File: config.mk
export PLATFORM = sky130hd
export DESIGN_NAME = exception_unit_flat
export DESIGN_NICKNAME = d
export VERILOG_FILES = /design/src/rtl/exception_unit_pkg.sv /design/src/rtl/exception_unit_if.sv /design/src/rtl/exception_unit_prio.sv /design/src/rtl/exception_unit.sv /design/src/flat_wrapper.sv
export SDC_FILE = /design/constraint.sdc
export NUM_CORES = 1
export LEC_CHECK = 0
export ABC_AREA = 0
export ABC_CLOCK_PERIOD_IN_PS = 2900
export CORE_MARGIN = 2
export CORE_UTILIZATION = 44
export DETAILED_ROUTE_END_ITERATION = 8
export PLACE_DENSITY_LB_ADDON = 0.2
export SLEW_MARGIN = 20
export SYNTH_ARGS = -nofsm -noshare
export SYNTH_HDL_FRONTEND = slang
export SYNTH_SLANG_ARGS = --single-unit
File: constraint.sdc
create_clock -name clk -period 2.9 [get_ports clk]
set_clock_uncertainty 0.2 [all_clocks]
set_input_delay 0.29 -clock clk [delete_from_list [all_inputs] [get_ports clk]]
set_output_delay 0.29 -clock clk [all_outputs]
set_load 0.01 [all_outputs]
File: src/rtl/exception_unit_pkg.sv
// Shared CP0 exception definitions: MMU cause codes, ExcCode values,
// Status/Cause bit positions and the exception-unit FSM encoding.
package exception_unit_pkg;

    localparam int MMU_EXC_W = 4;

    localparam logic [2:0] MMU_NONE = 3'd0;
    localparam logic [2:0] MMU_MOD  = 3'd1;
    localparam logic [2:0] MMU_TLBL = 3'd2;
    localparam logic [2:0] MMU_TLBS = 3'd3;
    localparam logic [2:0] MMU_ADEL = 3'd4;
    localparam logic [2:0] MMU_ADES = 3'd5;

    localparam logic [4:0] EXC_INT  = 5'd0;
    localparam logic [4:0] EXC_MOD  = 5'd1;
    localparam logic [4:0] EXC_TLBL = 5'd2;
    localparam logic [4:0] EXC_TLBS = 5'd3;
    localparam logic [4:0] EXC_ADEL = 5'd4;
    localparam logic [4:0] EXC_ADES = 5'd5;
    localparam logic [4:0] EXC_SYS  = 5'd8;
    localparam logic [4:0] EXC_BP   = 5'd9;

    localparam int ST_IE     = 0;
    localparam int ST_EXL    = 1;
    localparam int ST_IM_LO  = 8;
    localparam int CA_EXC_LO = 2;
    localparam int CA_IP_LO  = 8;
    localparam int CA_HW_LO  = 10;
    localparam int CA_BD     = 31;

    typedef enum logic [1:0] {
        S_IDLE,
        S_FLUSH,
        S_COMMIT,
        S_REDIRECT
    } exc_state_t;

    // Only the MMU-originated causes carry a faulting address
    function automatic logic has_badvaddr(input logic [4:0] code);
        return (code >= EXC_MOD) && (code <= EXC_ADES);
    endfunction

endpackage

File: src/rtl/exception_unit_if.sv
// Commit-stage, CP0 writeback and fetch-redirect signals of the exception unit.
interface exception_unit_if #(
    parameter int NUM_IRQ = 6
);
    logic               exc_valid;
    logic [31:0]        exc_pc;
    logic               exc_bd;
    logic [3:0]         mmu_exc;
    logic [31:0]        bad_vaddr;
    logic               syscall;
    logic               brk;
    logic               eret;
    logic [NUM_IRQ-1:0] irq;
    logic [31:0]        cp0_status;
    logic [31:0]        cp0_cause;
    logic [31:0]        cp0_epc;
    logic               flush;
    logic               drained;
    logic               we_status;
    logic               we_cause;
    logic               we_epc;
    logic               we_badvaddr;
    logic [31:0]        out_status;
    logic [31:0]        out_cause;
    logic [31:0]        out_epc;
    logic [31:0]        out_badvaddr;
    logic               redirect_valid;
    logic [31:0]        redirect_pc;
    logic               redirect_ready;
    logic               busy;

    modport slave (
        input  exc_valid, exc_pc, exc_bd, mmu_exc, bad_vaddr, syscall, brk, eret, irq,
               cp0_status, cp0_cause, cp0_epc, drained, redirect_ready,
        output flush, we_status, we_cause, we_epc, we_badvaddr,
               out_status, out_cause, out_epc, out_badvaddr,
               redirect_valid, redirect_pc, busy
    );

    modport master (
        output exc_valid, exc_pc, exc_bd, mmu_exc, bad_vaddr, syscall, brk, eret, irq,
               cp0_status, cp0_cause, cp0_epc, drained, redirect_ready,
        input  flush, we_status, we_cause, we_epc, we_badvaddr,
               out_status, out_cause, out_epc, out_badvaddr,
               redirect_valid, redirect_pc, busy
    );

endinterface

File: src/rtl/exception_unit_prio.sv
// Combinational cause arbitration: interrupt > MMU > syscall > break > ERET.
module exc_priority_enc
    import exception_unit_pkg::*;
(
    input  logic       i_exc_valid,
    input  logic       i_int_pend,
    input  logic [3:0] i_mmu_exc,
    input  logic       i_syscall,
    input  logic       i_brk,
    input  logic       i_eret,
    output logic       o_take,
    output logic [4:0] o_code,
    output logic       o_refill,
    output logic       o_is_eret
);

    always_comb begin
        o_take    = 1'b0;
        o_code    = EXC_INT;
        o_refill  = 1'b0;
        o_is_eret = 1'b0;
        // Interrupts do not need a valid committing instruction
        if (i_int_pend) begin
            o_take = 1'b1;
            o_code = EXC_INT;
        end else if (i_exc_valid) begin
            if (i_mmu_exc != 4'd0) begin
                o_take   = 1'b1;
                o_code   = {2'b00, i_mmu_exc[2:0]};
                o_refill = i_mmu_exc[3];
            end else if (i_syscall) begin
                o_take = 1'b1;
                o_code = EXC_SYS;
            end else if (i_brk) begin
                o_take = 1'b1;
                o_code = EXC_BP;
            end else if (i_eret) begin
                o_take    = 1'b1;
                o_is_eret = 1'b1;
            end
        end
    end

endmodule

File: src/rtl/exception_unit.sv
// Precise-exception controller: arbitrates commit-stage causes, then sequences
// pipeline flush, CP0 writeback and the PC redirect (exceptions and ERET).
module exception_unit
    import exception_unit_pkg::*;
#(
    parameter int          NUM_IRQ    = 6,
    parameter logic [31:0] EXC_BASE   = 32'h8000_0000,
    parameter logic [31:0] GEN_OFFSET = 32'h0000_0180
) (
    input  logic             clk,
    input  logic             rst,
    exception_unit_if.slave  bus
);

    exc_state_t         r_state;
    logic [NUM_IRQ-1:0] r_irq_q;
    logic [4:0]         r_code;
    logic [31:0]        r_pc;
    logic               r_bd;
    logic [31:0]        r_vaddr;
    logic               r_is_eret;
    logic               r_refill;
    logic [5:0]         r_irq_lat;
    logic               r_old_exl;

    logic               r_flush;
    logic               r_we_status, r_we_cause, r_we_epc, r_we_badvaddr;
    logic [31:0]        r_out_status, r_out_cause, r_out_epc, r_out_badvaddr;
    logic               r_redirect_valid;
    logic [31:0]        r_redirect_pc;
    logic               r_busy;

    logic [7:0]         w_ip;
    logic [5:0]         w_hw_ip;
    logic               w_int_pend;
    logic               w_take, w_refill, w_is_eret;
    logic [4:0]         w_code;
    logic [31:0]        w_cause_new;
    logic [31:0]        w_epc_new;
    logic [31:0]        w_exc_target;

    always_comb begin
        w_ip                      = '0;
        w_ip[1:0]                 = bus.cp0_cause[CA_IP_LO+1:CA_IP_LO];
        w_ip[NUM_IRQ+1:2]         = r_irq_q;
        w_hw_ip                   = '0;
        w_hw_ip[NUM_IRQ-1:0]      = r_irq_q;
    end

    assign w_int_pend = bus.cp0_status[ST_IE] & ~bus.cp0_status[ST_EXL]
                      & (|(w_ip & bus.cp0_status[ST_IM_LO+7:ST_IM_LO]));

    exc_priority_enc u_prio (
        .i_exc_valid (bus.exc_valid),
        .i_int_pend  (w_int_pend),
        .i_mmu_exc   (bus.mmu_exc),
        .i_syscall   (bus.syscall),
        .i_brk       (bus.brk),
        .i_eret      (bus.eret),
        .o_take      (w_take),
        .o_code      (w_code),
        .o_refill    (w_refill),
        .o_is_eret   (w_is_eret)
    );

    always_comb begin
        w_cause_new                          = bus.cp0_cause;
        w_cause_new[CA_EXC_LO+4:CA_EXC_LO]   = r_code;
        w_cause_new[CA_HW_LO+5:CA_HW_LO]     = r_irq_lat;
        w_cause_new[CA_BD]                   = r_bd;
    end

    assign w_epc_new    = r_bd ? (r_pc - 32'd4) : r_pc;
    assign w_exc_target = EXC_BASE + ((r_refill & ~r_old_exl) ? 32'd0 : GEN_OFFSET);

    always_ff @(posedge clk) begin
        if (rst) begin
            r_state          <= S_IDLE;
            r_irq_q          <= '0;
            r_code           <= '0;
            r_pc             <= '0;
            r_bd             <= 1'b0;
            r_vaddr          <= '0;
            r_is_eret        <= 1'b0;
            r_refill         <= 1'b0;
            r_irq_lat        <= '0;
            r_old_exl        <= 1'b0;
            r_flush          <= 1'b0;
            r_we_status      <= 1'b0;
            r_we_cause       <= 1'b0;
            r_we_epc         <= 1'b0;
            r_we_badvaddr    <= 1'b0;
            r_out_status     <= '0;
            r_out_cause      <= '0;
            r_out_epc        <= '0;
            r_out_badvaddr   <= '0;
            r_redirect_valid <= 1'b0;
            r_redirect_pc    <= '0;
            r_busy           <= 1'b0;
        end else begin
            r_irq_q <= bus.irq;
            case (r_state)
                S_IDLE: begin
                    if (w_take) begin
                        r_code    <= w_code;
                        r_pc      <= bus.exc_pc;
                        r_bd      <= bus.exc_valid & bus.exc_bd;
                        r_vaddr   <= bus.bad_vaddr;
                        r_is_eret <= w_is_eret;
                        r_refill  <= w_refill;
                        r_irq_lat <= w_hw_ip;
                        r_flush   <= 1'b1;
                        r_busy    <= 1'b1;
                        r_state   <= S_FLUSH;
                    end
                end
                // Strobes are registered, so the COMMIT-cycle write data is built here
                S_FLUSH: begin
                    if (bus.drained) begin
                        r_flush     <= 1'b0;
                        r_old_exl   <= bus.cp0_status[ST_EXL];
                        r_we_status <= 1'b1;
                        if (r_is_eret) begin
                            r_out_status <= bus.cp0_status & ~32'd2;
                        end else begin
                            r_out_status <= bus.cp0_status | 32'd2;
                            r_we_cause   <= 1'b1;
                            r_out_cause  <= w_cause_new;
                            if (!bus.cp0_status[ST_EXL]) begin
                                r_we_epc  <= 1'b1;
                                r_out_epc <= w_epc_new;
                            end
                            if (has_badvaddr(r_code)) begin
                                r_we_badvaddr  <= 1'b1;
                                r_out_badvaddr <= r_vaddr;
                            end
                        end
                        r_state <= S_COMMIT;
                    end
                end
                S_COMMIT: begin
                    r_we_status      <= 1'b0;
                    r_we_cause       <= 1'b0;
                    r_we_epc         <= 1'b0;
                    r_we_badvaddr    <= 1'b0;
                    r_out_status     <= '0;
                    r_out_cause      <= '0;
                    r_out_epc        <= '0;
                    r_out_badvaddr   <= '0;
                    r_redirect_valid <= 1'b1;
                    r_redirect_pc    <= r_is_eret ? bus.cp0_epc : w_exc_target;
                    r_state          <= S_REDIRECT;
                end
                S_REDIRECT: begin
                    if (bus.redirect_ready) begin
                        r_redirect_valid <= 1'b0;
                        r_redirect_pc    <= '0;
                        r_busy           <= 1'b0;
                        r_state          <= S_IDLE;
                    end
                end
                default: r_state <= S_IDLE;
            endcase
        end
    end

    assign bus.flush          = r_flush;
    assign bus.we_status      = r_we_status;
    assign bus.we_cause       = r_we_cause;
    assign bus.we_epc         = r_we_epc;
    assign bus.we_badvaddr    = r_we_badvaddr;
    assign bus.out_status     = r_out_status;
    assign bus.out_cause      = r_out_cause;
    assign bus.out_epc        = r_out_epc;
    assign bus.out_badvaddr   = r_out_badvaddr;
    assign bus.redirect_valid = r_redirect_valid;
    assign bus.redirect_pc    = r_redirect_pc;
    assign bus.busy           = r_busy;

endmodule

File: src/flat_wrapper.sv
// flat-port wrapper written by rule: the top's interface ports become plain ports
module exception_unit_flat import exception_unit_pkg::*;
#(
    parameter int          NUM_IRQ    = 6,
    parameter logic [31:0] EXC_BASE   = 32'h8000_0000,
    parameter logic [31:0] GEN_OFFSET = 32'h0000_0180
)
  (clk, rst, bus_exc_valid, bus_exc_pc, bus_exc_bd, bus_mmu_exc, bus_bad_vaddr, bus_syscall, bus_brk, bus_eret, bus_irq, bus_cp0_status, bus_cp0_cause, bus_cp0_epc, bus_drained, bus_redirect_ready, bus_flush, bus_we_status, bus_we_cause, bus_we_epc, bus_we_badvaddr, bus_out_status, bus_out_cause, bus_out_epc, bus_out_badvaddr, bus_redirect_valid, bus_redirect_pc, bus_busy);
  exception_unit_if #(.NUM_IRQ(NUM_IRQ)) bus_i ();
  input  logic clk;
  input  logic rst;
  input wire logic [$bits(bus_i.exc_valid)-1:0] bus_exc_valid;
  input wire logic [$bits(bus_i.exc_pc)-1:0] bus_exc_pc;
  input wire logic [$bits(bus_i.exc_bd)-1:0] bus_exc_bd;
  input wire logic [$bits(bus_i.mmu_exc)-1:0] bus_mmu_exc;
  input wire logic [$bits(bus_i.bad_vaddr)-1:0] bus_bad_vaddr;
  input wire logic [$bits(bus_i.syscall)-1:0] bus_syscall;
  input wire logic [$bits(bus_i.brk)-1:0] bus_brk;
  input wire logic [$bits(bus_i.eret)-1:0] bus_eret;
  input wire logic [$bits(bus_i.irq)-1:0] bus_irq;
  input wire logic [$bits(bus_i.cp0_status)-1:0] bus_cp0_status;
  input wire logic [$bits(bus_i.cp0_cause)-1:0] bus_cp0_cause;
  input wire logic [$bits(bus_i.cp0_epc)-1:0] bus_cp0_epc;
  input wire logic [$bits(bus_i.drained)-1:0] bus_drained;
  input wire logic [$bits(bus_i.redirect_ready)-1:0] bus_redirect_ready;
  output wire logic [$bits(bus_i.flush)-1:0] bus_flush;
  output wire logic [$bits(bus_i.we_status)-1:0] bus_we_status;
  output wire logic [$bits(bus_i.we_cause)-1:0] bus_we_cause;
  output wire logic [$bits(bus_i.we_epc)-1:0] bus_we_epc;
  output wire logic [$bits(bus_i.we_badvaddr)-1:0] bus_we_badvaddr;
  output wire logic [$bits(bus_i.out_status)-1:0] bus_out_status;
  output wire logic [$bits(bus_i.out_cause)-1:0] bus_out_cause;
  output wire logic [$bits(bus_i.out_epc)-1:0] bus_out_epc;
  output wire logic [$bits(bus_i.out_badvaddr)-1:0] bus_out_badvaddr;
  output wire logic [$bits(bus_i.redirect_valid)-1:0] bus_redirect_valid;
  output wire logic [$bits(bus_i.redirect_pc)-1:0] bus_redirect_pc;
  output wire logic [$bits(bus_i.busy)-1:0] bus_busy;
  assign bus_i.exc_valid = bus_exc_valid;
  assign bus_i.exc_pc = bus_exc_pc;
  assign bus_i.exc_bd = bus_exc_bd;
  assign bus_i.mmu_exc = bus_mmu_exc;
  assign bus_i.bad_vaddr = bus_bad_vaddr;
  assign bus_i.syscall = bus_syscall;
  assign bus_i.brk = bus_brk;
  assign bus_i.eret = bus_eret;
  assign bus_i.irq = bus_irq;
  assign bus_i.cp0_status = bus_cp0_status;
  assign bus_i.cp0_cause = bus_cp0_cause;
  assign bus_i.cp0_epc = bus_cp0_epc;
  assign bus_i.drained = bus_drained;
  assign bus_i.redirect_ready = bus_redirect_ready;
  assign bus_flush = bus_i.flush;
  assign bus_we_status = bus_i.we_status;
  assign bus_we_cause = bus_i.we_cause;
  assign bus_we_epc = bus_i.we_epc;
  assign bus_we_badvaddr = bus_i.we_badvaddr;
  assign bus_out_status = bus_i.out_status;
  assign bus_out_cause = bus_i.out_cause;
  assign bus_out_epc = bus_i.out_epc;
  assign bus_out_badvaddr = bus_i.out_badvaddr;
  assign bus_redirect_valid = bus_i.redirect_valid;
  assign bus_redirect_pc = bus_i.redirect_pc;
  assign bus_busy = bus_i.busy;
  exception_unit #(.NUM_IRQ(NUM_IRQ), .EXC_BASE(EXC_BASE), .GEN_OFFSET(GEN_OFFSET)) u_core (.clk(clk), .rst(rst), .bus(bus_i));
endmodule
Word-level counts from Yosys, hierarchy flattened:

Index checks and enable logic that the tools add are counted.
W data, S select, Z words.

* register bits: 254
* output and inout port bits: 167
* logic and storage cells: 121

* $add $sub $neg: 2
* magnitude comparators: 2
* equal/unequal tests: 9
* multiplexer cells: 61
* bitwise gates (word level): 7
* reduce and logical (&&, ||, !) cells: 18

Operator list (number)
* $mux W32: 12
* $pmux W32 S2: 5
* $add A32 B32 Y32 const A: 1
* $sub A32 B3 Y32 const B: 1
* $mux W1: 26
* $mux W4: 5
* $pmux W1 S2: 7
* $reduce_and A3 Y1: 4
* $ne A2 B2 Y1 const B: 5
* $mux W9: 1
* $and A8 B8 Y8: 1
* $mux W2: 4
* $pmux W2 S4: 1
* $reduce_and A2 Y1: 4
* $reduce_and A4 Y1: 2
* $reduce_bool A2 Y1: 4
* $reduce_or A8 Y1: 1
* $ge A5 B1 Y1 const B: 1
* $le A5 B3 Y1 const B: 1
* $and A1 B1 Y1: 4
* $eq A2 B2 Y1 const B: 2
* $reduce_bool A4 Y1: 1
* $eq A2 B1 Y1 const B: 1
* $logic_not A2 Y1: 1
* 3 further kinds: 4

Longest topological paths before layout:

Gate-level depths: netlist of the first run.

* depth after elaboration: 8
* depth in mapped cells: 9

Hierarchy:

From an unflattened synthesis of the first run, not the netlist that was laid out.

* cells, all modules: 1035
* area, all modules: 9222.6 µm²

By module, submodules not included
* exception_unit: times used 1, cells an instance 1020, area an instance 9108.7 µm², sequential area each 5084.9 µm²
* exc_priority_enc: times used 1, cells an instance 15, area an instance 113.9 µm², sequential area each 0.0 µm²

Worst setup path after synthesis of the first run:

No wires, ideal clock.

* path kind: flip-flop to flip-flop
* start: reg u_core.r_state[1]
* end: reg u_core.r_out_badvaddr[10] (netlist: u_core.bus.out_badvaddr[10])
* arrival time: 2058 ps
* required time: 2635 ps
* path slack: 576 ps
* cell stages (with the launch flop): 10
* buffers on the path: 2
* period minus slack after synthesis: 2324 ps
* path through: dfxtp_1 > inv_1 > ha_1 > nand2_1 > nor3_1 > and2_1 > clkbuf_1 > clkbuf_1 > a22oi_1 > nor2_1

* cells in the longest elaborated chain, start to end: 3
* elaborated cells between the ends (all ways): 8
* classes of those cells: 5 x eq/ne; 1 x mux; 2 x reduce/logical

Ends and longest elaborated chain
* from (decl): RTL line exception_unit.sv:15 `exc_state_t r_state;`
* from (signal assigned): RTL line exception_unit.sv:78 `r_state <= S_IDLE;`
* from (signal assigned): RTL line exception_unit.sv:114 `r_state <= S_FLUSH;`
* from (signal assigned): RTL line exception_unit.sv:138 `r_state <= S_COMMIT;`
* $eq A2 B1 Y1 / $eq A2 B2 Y1 (equally long branches): RTL line exception_unit.sv:102 `case (r_state)`
* $ne A2 B2 Y1 (no line), or another cell as far along
* $reduce_and A4 Y1 (no line)
* to (signal assigned): RTL line exception_unit.sv:135 `r_out_badvaddr <= r_vaddr;`
* to (decl): RTL line exception_unit.sv:28 `logic [31:0] r_out_status, r_out_cause, r_out_epc, r_out_badvaddr;`

Parallel ways exist; a longest one is shown, timed or not.
A chain may end at the register's enable or synchronous reset.

Worst setup path in the final report of the first run:

* start: reg u_core.r_pc[9]
* end: reg u_core.r_out_epc[23] (netlist: u_core.bus.out_epc[23])

* cells in the longest elaborated chain, start to end: 6

Ends and longest elaborated chain
* from (decl): RTL line exception_unit.sv:18 `logic [31:0] r_pc;`
* from (signal assigned): RTL line exception_unit.sv:106 `r_pc <= bus.exc_pc;`
* $sub A32 B3 Y32: RTL line exception_unit.sv:73 `assign w_epc_new = r_bd ? (r_pc - 32'd4) : r_pc;`
* $mux W32: RTL line exception_unit.sv:73
* $mux W32: RTL line exception_unit.sv:129 `if (!bus.cp0_status[ST_EXL]) begin`
* $mux W32: RTL line exception_unit.sv:123 `if (r_is_eret) begin`
* $mux W32: RTL line exception_unit.sv:119 `if (bus.drained) begin`
* $pmux W32 S2: RTL line exception_unit.sv:102
* to (signal assigned): RTL line exception_unit.sv:131 `r_out_epc <= w_epc_new;`
* to (decl): RTL line exception_unit.sv:28

No other way between the ends. The select of a mux whose other input is x is not followed.

==> results of run 1 <==
[worst register-to-register path: stages (launching register included)]
cell and delay, ns:
dfxtp_1 0.36, or4_4 0.58, or3_1 0.64, nor4_1 0.41, xnor2_1 0.17, o21ai_1 0.07
[path summary, 6_finish.rpt]
kind         cells after the start  slack, ns              startpoint                      to
min reg2reg                      2       0.24  u_core.bus.out_epc[28]  u_core.bus.out_epc[28]
max                              5       0.36          u_core.r_pc[9]  u_core.bus.out_epc[23]
min                              3       0.11          bus_exc_pc[15]         u_core.r_pc[15]
max reg2reg                      5       0.36          u_core.r_pc[9]  u_core.bus.out_epc[23]
[cell usage in the layout, fill, tap and decap left out, drive strengths merged, types with 6 or more instances in the layout]
cell,instances
clkdlybuf4s50,331
dfxtp,252
nand2,180
nor2,154
a22oi,137
a21oi,83
clkbuf,38
o21ai,26
buf,24
xnor2,22
nor4,11
nor3,11
inv,8
nor2b,8
xor2,7
clkinv,7
ha,6
[through the flow]
| step | hold WS [ns] | util | std cells |
|---|---|---|---|
| final | 0.113 | 0.670 | 1636 |
| after global routing | 0.107 | 0.670 | 1636 |
| after CTS | 0.0921 | 0.670 | 1636 |
| after detailed placement | 0.238 | 0.626 | 1588 |
| after global placement | 0.232 | 0.626 | 1588 |
| after floorplan | 0.218 | - | 1044 |
[state kept, by name (all words and copies together), names as in the netlist, 4 cells and up]
register / count
u_core.r_vaddr: 32
u_core.bus.out_epc: 32
u_core.r_irq_q: 6
u_core.r_pc: 32
u_core.r_code: 4
u_core.bus.out_cause: 31
u_core.bus.out_status: 32
u_core.bus.redirect_pc: 32
u_core.bus.out_badvaddr: 32
u_core.r_irq_lat: 6
[layer usage]
layer	track usage	routed length [um]
met5	0	13
met4	0.0743	744
met3	0.0673	2220
met2	0.398	12800
met1	0.288	10900
[report_power, final]
| group | internal [W] | total (W) | switching (W) |
|---|---|---|---|
| Combinational | 0.00117 | 0.00271 | 0.00153 |
| Sequential | 0.00386 | 0.00413 | 0.000272 |
| Clock | 0.00205 | 0.00338 | 0.00133 |
| Total | 0.00708 | 0.0102 | 0.00313 |
[cell type report]
type | instances | area share
Inverter | 8 | 0.00219
Clock buffer | 38 | 0.0575
Sequential cell | 252 | 0.369
Timing Repair Buffer | 356 | 0.259
Clock inverter | 9 | 0.00695
Multi-Input combinational cell | 703 | 0.281
Tap cell | 270 | 0.0247
[cell families after synthesis]
group / Yosys count
simple gates: 399
compound gates: 267
flops: 252
buf+inv: 89
xor+xnor: 29
fa+ha+maj: 6
other cells: 1
mux: 1
==> flow_metrics.env, run 1 <==
export IMPL_path_buf_inv=0
export IMPL_routed_wl_mm=26.6
export IMPL_ys_warnings_count=0
export IMPL_gp_congestion=0.811
export IMPL_syn_area_sq_um=9230
export IMPL_worstPathCellList="or4_4 -> or3_1 -> nor4_1 -> xnor2_1 -> o21ai_1"
export IMPL_pre_cts_ws_ns=0.277
export IMPL_die_h_um=149
export IMPL_ys_seq_area_frac=0.546
export IMPL_worstSetupStartpointType="register"
export IMPL_cts_buffer_depth=3
export IMPL_clock_sinks=252
export IMPL_drive_above_1_share=0.0644
export IMPL_htreeDepth=1
export IMPL_synth_area_leaders="dfxtp_1 55%, a22oi_1 11%, nand2_1 7.3%"
export IMPL_synth_mux_area_frac=0.00108
export IMPL_core_area_sq_um=20400
export IMPL_syn_area_per_cell_sq_um=8.84
export IMPL_cpPeakStageDelay_ns=0.64
export IMPL_rsz0062_at_grt="false"
export IMPL_critPathCaptureType="register"
export IMPL_synth_edf_count=0
export IMPL_start_util=0.452
export IMPL_holdCritPathClass="in2reg"
export IMPL_synthToLayoutAreaGrowth_pct=48.2
export IMPL_postCtsHoldBufs=1
export IMPL_grt_pass1_vias=8277
export IMPL_cts_tree="built"
export IMPL_drtAntennaViolNets=0
export IMPL_p_leak_nw=4.94
export IMPL_synth_ff_type="dfxtp_1"
export IMPL_cp_slowest_cell="or3_1"
export IMPL_critical_path_arrival_ns=2.75
export IMPL_die_width_um=149
export IMPL_rows=52
export IMPL_min_period_over_period=0.875
export IMPL_cts_root_buf="clkbuf_16"
export IMPL_pin_count=346
export IMPL_register_area_sq_um=5040
export IMPL_final_area_sq_um=13700
export IMPL_hold_viol=0
export IMPL_clkLatencyLatePin_ns=0.53
export IMPL_grt_max_degree=76
export IMPL_clk_pin_slew_ns=0.06
export IMPL_synth_top_cell_by_area="dfxtp_1"
export IMPL_fill_cells=1673
export IMPL_drt_iter0_drc=502
export IMPL_finalSetupTns_ns=0
export IMPL_path_class="reg2reg"
export IMPL_ir_worst_vdd_mv=0.458
export IMPL_timing_final_ws_setup_ns=0.361
export IMPL_grt_overflow=0
export IMPL_antenna_found_initial=1
export IMPL_final_net_count=1532
export IMPL_setup_viol=0
export IMPL_crit_fanout=14
export IMPL_synthSimpleGateAreaFrac=0.186
export IMPL_cp_top_family="simple AND/OR/NAND/NOR gates"
export IMPL_power_density_nw_per_um2=746
export IMPL_avgRoutedWirePerCell_um=16.3
export IMPL_portBuffers=332
export IMPL_multi_input_area_sq_um=3840
export IMPL_syn_inst=1044
export IMPL_ys_ff_latch=252
export IMPL_dieArea_sq_um=22200
export IMPL_synth_top_cells_by_count="252 x dfxtp_1, 180 x nand2_1, 154 x nor2_1, 137 x a22oi_1, 83 x a21oi_1"
export IMPL_status="finished clean"
export IMPL_dp_hpwl_mm=18.1
export IMPL_vias=8445
export IMPL_n_antenna_cell=0
export IMPL_drt_vias_per_instance=5.16
export IMPL_place_area_sq_um=12800
export IMPL_synth_top_area_share=0.546
export IMPL_max_cap_violations=0
export IMPL_worst_pin_slew_ns=0.681
export IMPL_final_max_slew_viol_count=0
export IMPL_post_cts_buffers=0
export IMPL_cts_resized_gates=0
export IMPL_max_freq_ghz=0.394
export IMPL_synth_xor_area_share=0.0275
export IMPL_synthesis_nets=1229
export IMPL_drt_first_pass_iters=5
export IMPL_cts_buffers=26
export IMPL_power_total_w=0.0102
export IMPL_required_ns=3.11
export IMPL_synth_most_common_cell="dfxtp_1"
export IMPL_yosysUniqueCellTypes=53
export IMPL_fin_crit_ns=2.54
export IMPL_async_flop_share=0
export IMPL_synth_compound_area_frac=0.191
export IMPL_synthAdderAreaFrac=0.00813
export IMPL_slew_headroom=0.546
export IMPL_grtUsageTotal=0.234
export IMPL_synth_top_family_by_area="compound AO/OA/AOI/OAI gates"
export IMPL_post_route_drc_count=0
export IMPL_grt_pass1_wl_mm=42.6
Note: power is estimated with default switching activity, not from simulation.
==> inputs of run 2 (changes only) <==
--- a/config.mk
+++ b/config.mk
@@ -11,7 +11,6 @@
 export CORE_UTILIZATION = 44
 export DETAILED_ROUTE_END_ITERATION = 8
 export PLACE_DENSITY_LB_ADDON = 0.2
-export SLEW_MARGIN = 20
 export SYNTH_ARGS = -nofsm -noshare
 export SYNTH_HDL_FRONTEND = slang
 export SYNTH_SLANG_ARGS = --single-unit
==> flow_metrics.env, run 2 (synthesis results as in run 1) <==
export IMPL_synthToLayoutAreaGrowth_pct=48.2
export IMPL_grt_pass1_vias=8271
export IMPL_path_class="reg2reg"
export IMPL_drtAntennaViolNets=0
export IMPL_timing_final_ws_setup_ns=0.331
export IMPL_n_antenna_cell=0
export IMPL_cts_tree="built"
export IMPL_rsz0062_at_grt="false"
export IMPL_worstSetupStartpointType="register"
export IMPL_rows=52
export IMPL_dp_hpwl_mm=18.1
export IMPL_drt_iter0_drc=491
export IMPL_mostFrequentLayoutCell="clkdlybuf4s50_1"
export IMPL_min_delay_start="bus_exc_pc[15]"
export IMPL_grtUsageTotal=0.234
export IMPL_critPathCaptureType="register"
export IMPL_worst_pin_slew_ns=1.23
export IMPL_htreeDepth=1
export IMPL_status="finished clean"
export IMPL_grt_pass1_wl_mm=42.6
export IMPL_fin_crit_ns=2.57
export IMPL_grt_max_degree=76
export IMPL_place_area_sq_um=12800
export IMPL_ir_worst_vdd_mv=0.458
export IMPL_fill_cells=1674
export IMPL_post_cts_buffers=0
export IMPL_final_area_sq_um=13700
export IMPL_min_period_over_period=0.886
export IMPL_core_area_sq_um=20400
export IMPL_cts_buffer_depth=3
export IMPL_antenna_found_initial=1
export IMPL_reg2reg_from="u_core.r_state[1]"
export IMPL_grt_overflow=0
export IMPL_cts_buffers=26
export IMPL_avgRoutedWirePerCell_um=16.3
export IMPL_drive_above_1_share=0.0637
export IMPL_holdCritPathClass="in2reg"
export IMPL_p_leak_nw=4.94
export IMPL_portBuffers=332
export IMPL_crit_fanout=32
export IMPL_pin_count=346
export IMPL_drt_first_pass_iters=5
export IMPL_cts_root_buf="clkbuf_16"
export IMPL_finalSetupTns_ns=0
export IMPL_critical_path_arrival_ns=2.82
export IMPL_clkLatencyLatePin_ns=0.53
export IMPL_setup_viol=0
export IMPL_final_max_slew_viol_count=0
export IMPL_cts_resized_gates=0
export IMPL_post_route_drc_count=0
export IMPL_dieArea_sq_um=22200
export IMPL_gp_congestion=0.811
export IMPL_slew_headroom=0.180
export IMPL_die_width_um=149
export IMPL_max_cap_violations=0
export IMPL_postCtsHoldBufs=1
export IMPL_final_cell_mix="331 x clkdlybuf4s50_1, 252 x dfxtp_1, 180 x nand2_1"
export IMPL_clk_pin_slew_ns=0.06
export IMPL_drt_vias_per_instance=5.16
export IMPL_power_density_nw_per_um2=746
export IMPL_routed_wl_mm=26.6
export IMPL_clock_sinks=252
export IMPL_vias=8444
export IMPL_start_util=0.452
export IMPL_max_freq_ghz=0.389
export IMPL_required_ns=3.15
export IMPL_startpoint="u_core.r_state[1]"
export IMPL_final_net_count=1532
export IMPL_die_h_um=149
export IMPL_hold_viol=0
export IMPL_pre_cts_ws_ns=0.277
-- run 2: cell count changes in the layout (fill, tap and decap cells not counted) --
cell    delta
o21a_2     -1
o21a_1     +1
-- run 2: area by class of cell --
| cell class | count | area [sq um] | share of cell area |
|---|---|---|---|
| clock buffers | 38 | 787 | 0.0575 |
| clock inverters | 9 | 95.1 | 0.00695 |
| inverters | 8 | 30.0 | 0.00219 |
| multi-input cells | 703 | 3840 | 0.281 |
| repair buffers | 356 | 3540 | 0.259 |
| well taps | 270 | 338 | 0.0247 |
| flip-flops and latches | 252 | 5040 | 0.369 |
-- run 2: power breakdown --
part / total [W] / internal (W) / switching, W
Clock: 0.00338 / 0.00205 / 0.00133
Combinational: 0.00271 / 0.00117 / 0.00153
Sequential: 0.00413 / 0.00386 / 0.000272
-- run 2: final timing paths --
check | to | slack, ns | cells past startpoint
hold / removal | u_core.r_pc[15] | 0.11 | 3
setup / recovery | u_core.bus.out_cause[29] | 0.33 | 6
hold reg to reg | u_core.bus.out_epc[28] | 0.24 | 2
setup reg to reg | u_core.bus.out_cause[29] | 0.33 | 6
-- run 2: critical path, stage by stage (launching register included) --
cell and delay [ns]:
dfxtp_1 0.38, inv_1 0.09, ha_1 0.26, nand2_1 0.25, o21a_1 0.98, a22oi_1 0.16, nor2_1 0.15
-- run 2: metrics by stage --
step / cells / total power (W) / util / hold WS (ns)
after global placement: 1588 / 0.00687 / 0.626 / 0.232
after global routing: 1636 / 0.0108 / 0.670 / 0.107
after CTS: 1636 / 0.0103 / 0.670 / 0.0921
final: 1636 / 0.0102 / 0.670 / 0.114
after detailed placement: 1588 / 0.00691 / 0.626 / 0.238
after floorplan: 1044 / 0.00578 / - / 0.218
-- run 2: layer usage --
| layer | GRT usage | share of wire | vias up |
|---|---|---|---|
| met4 | 0.0743 | 0.028 | 2 |
| met1 | 0.288 | 0.41 | 3926 |
| met3 | 0.0673 | 0.082 | 45 |
| li1 | - | - | 4182 |
| met2 | 0.398 | 0.48 | 289 |
| met5 | 0 | 0.00049 | - |
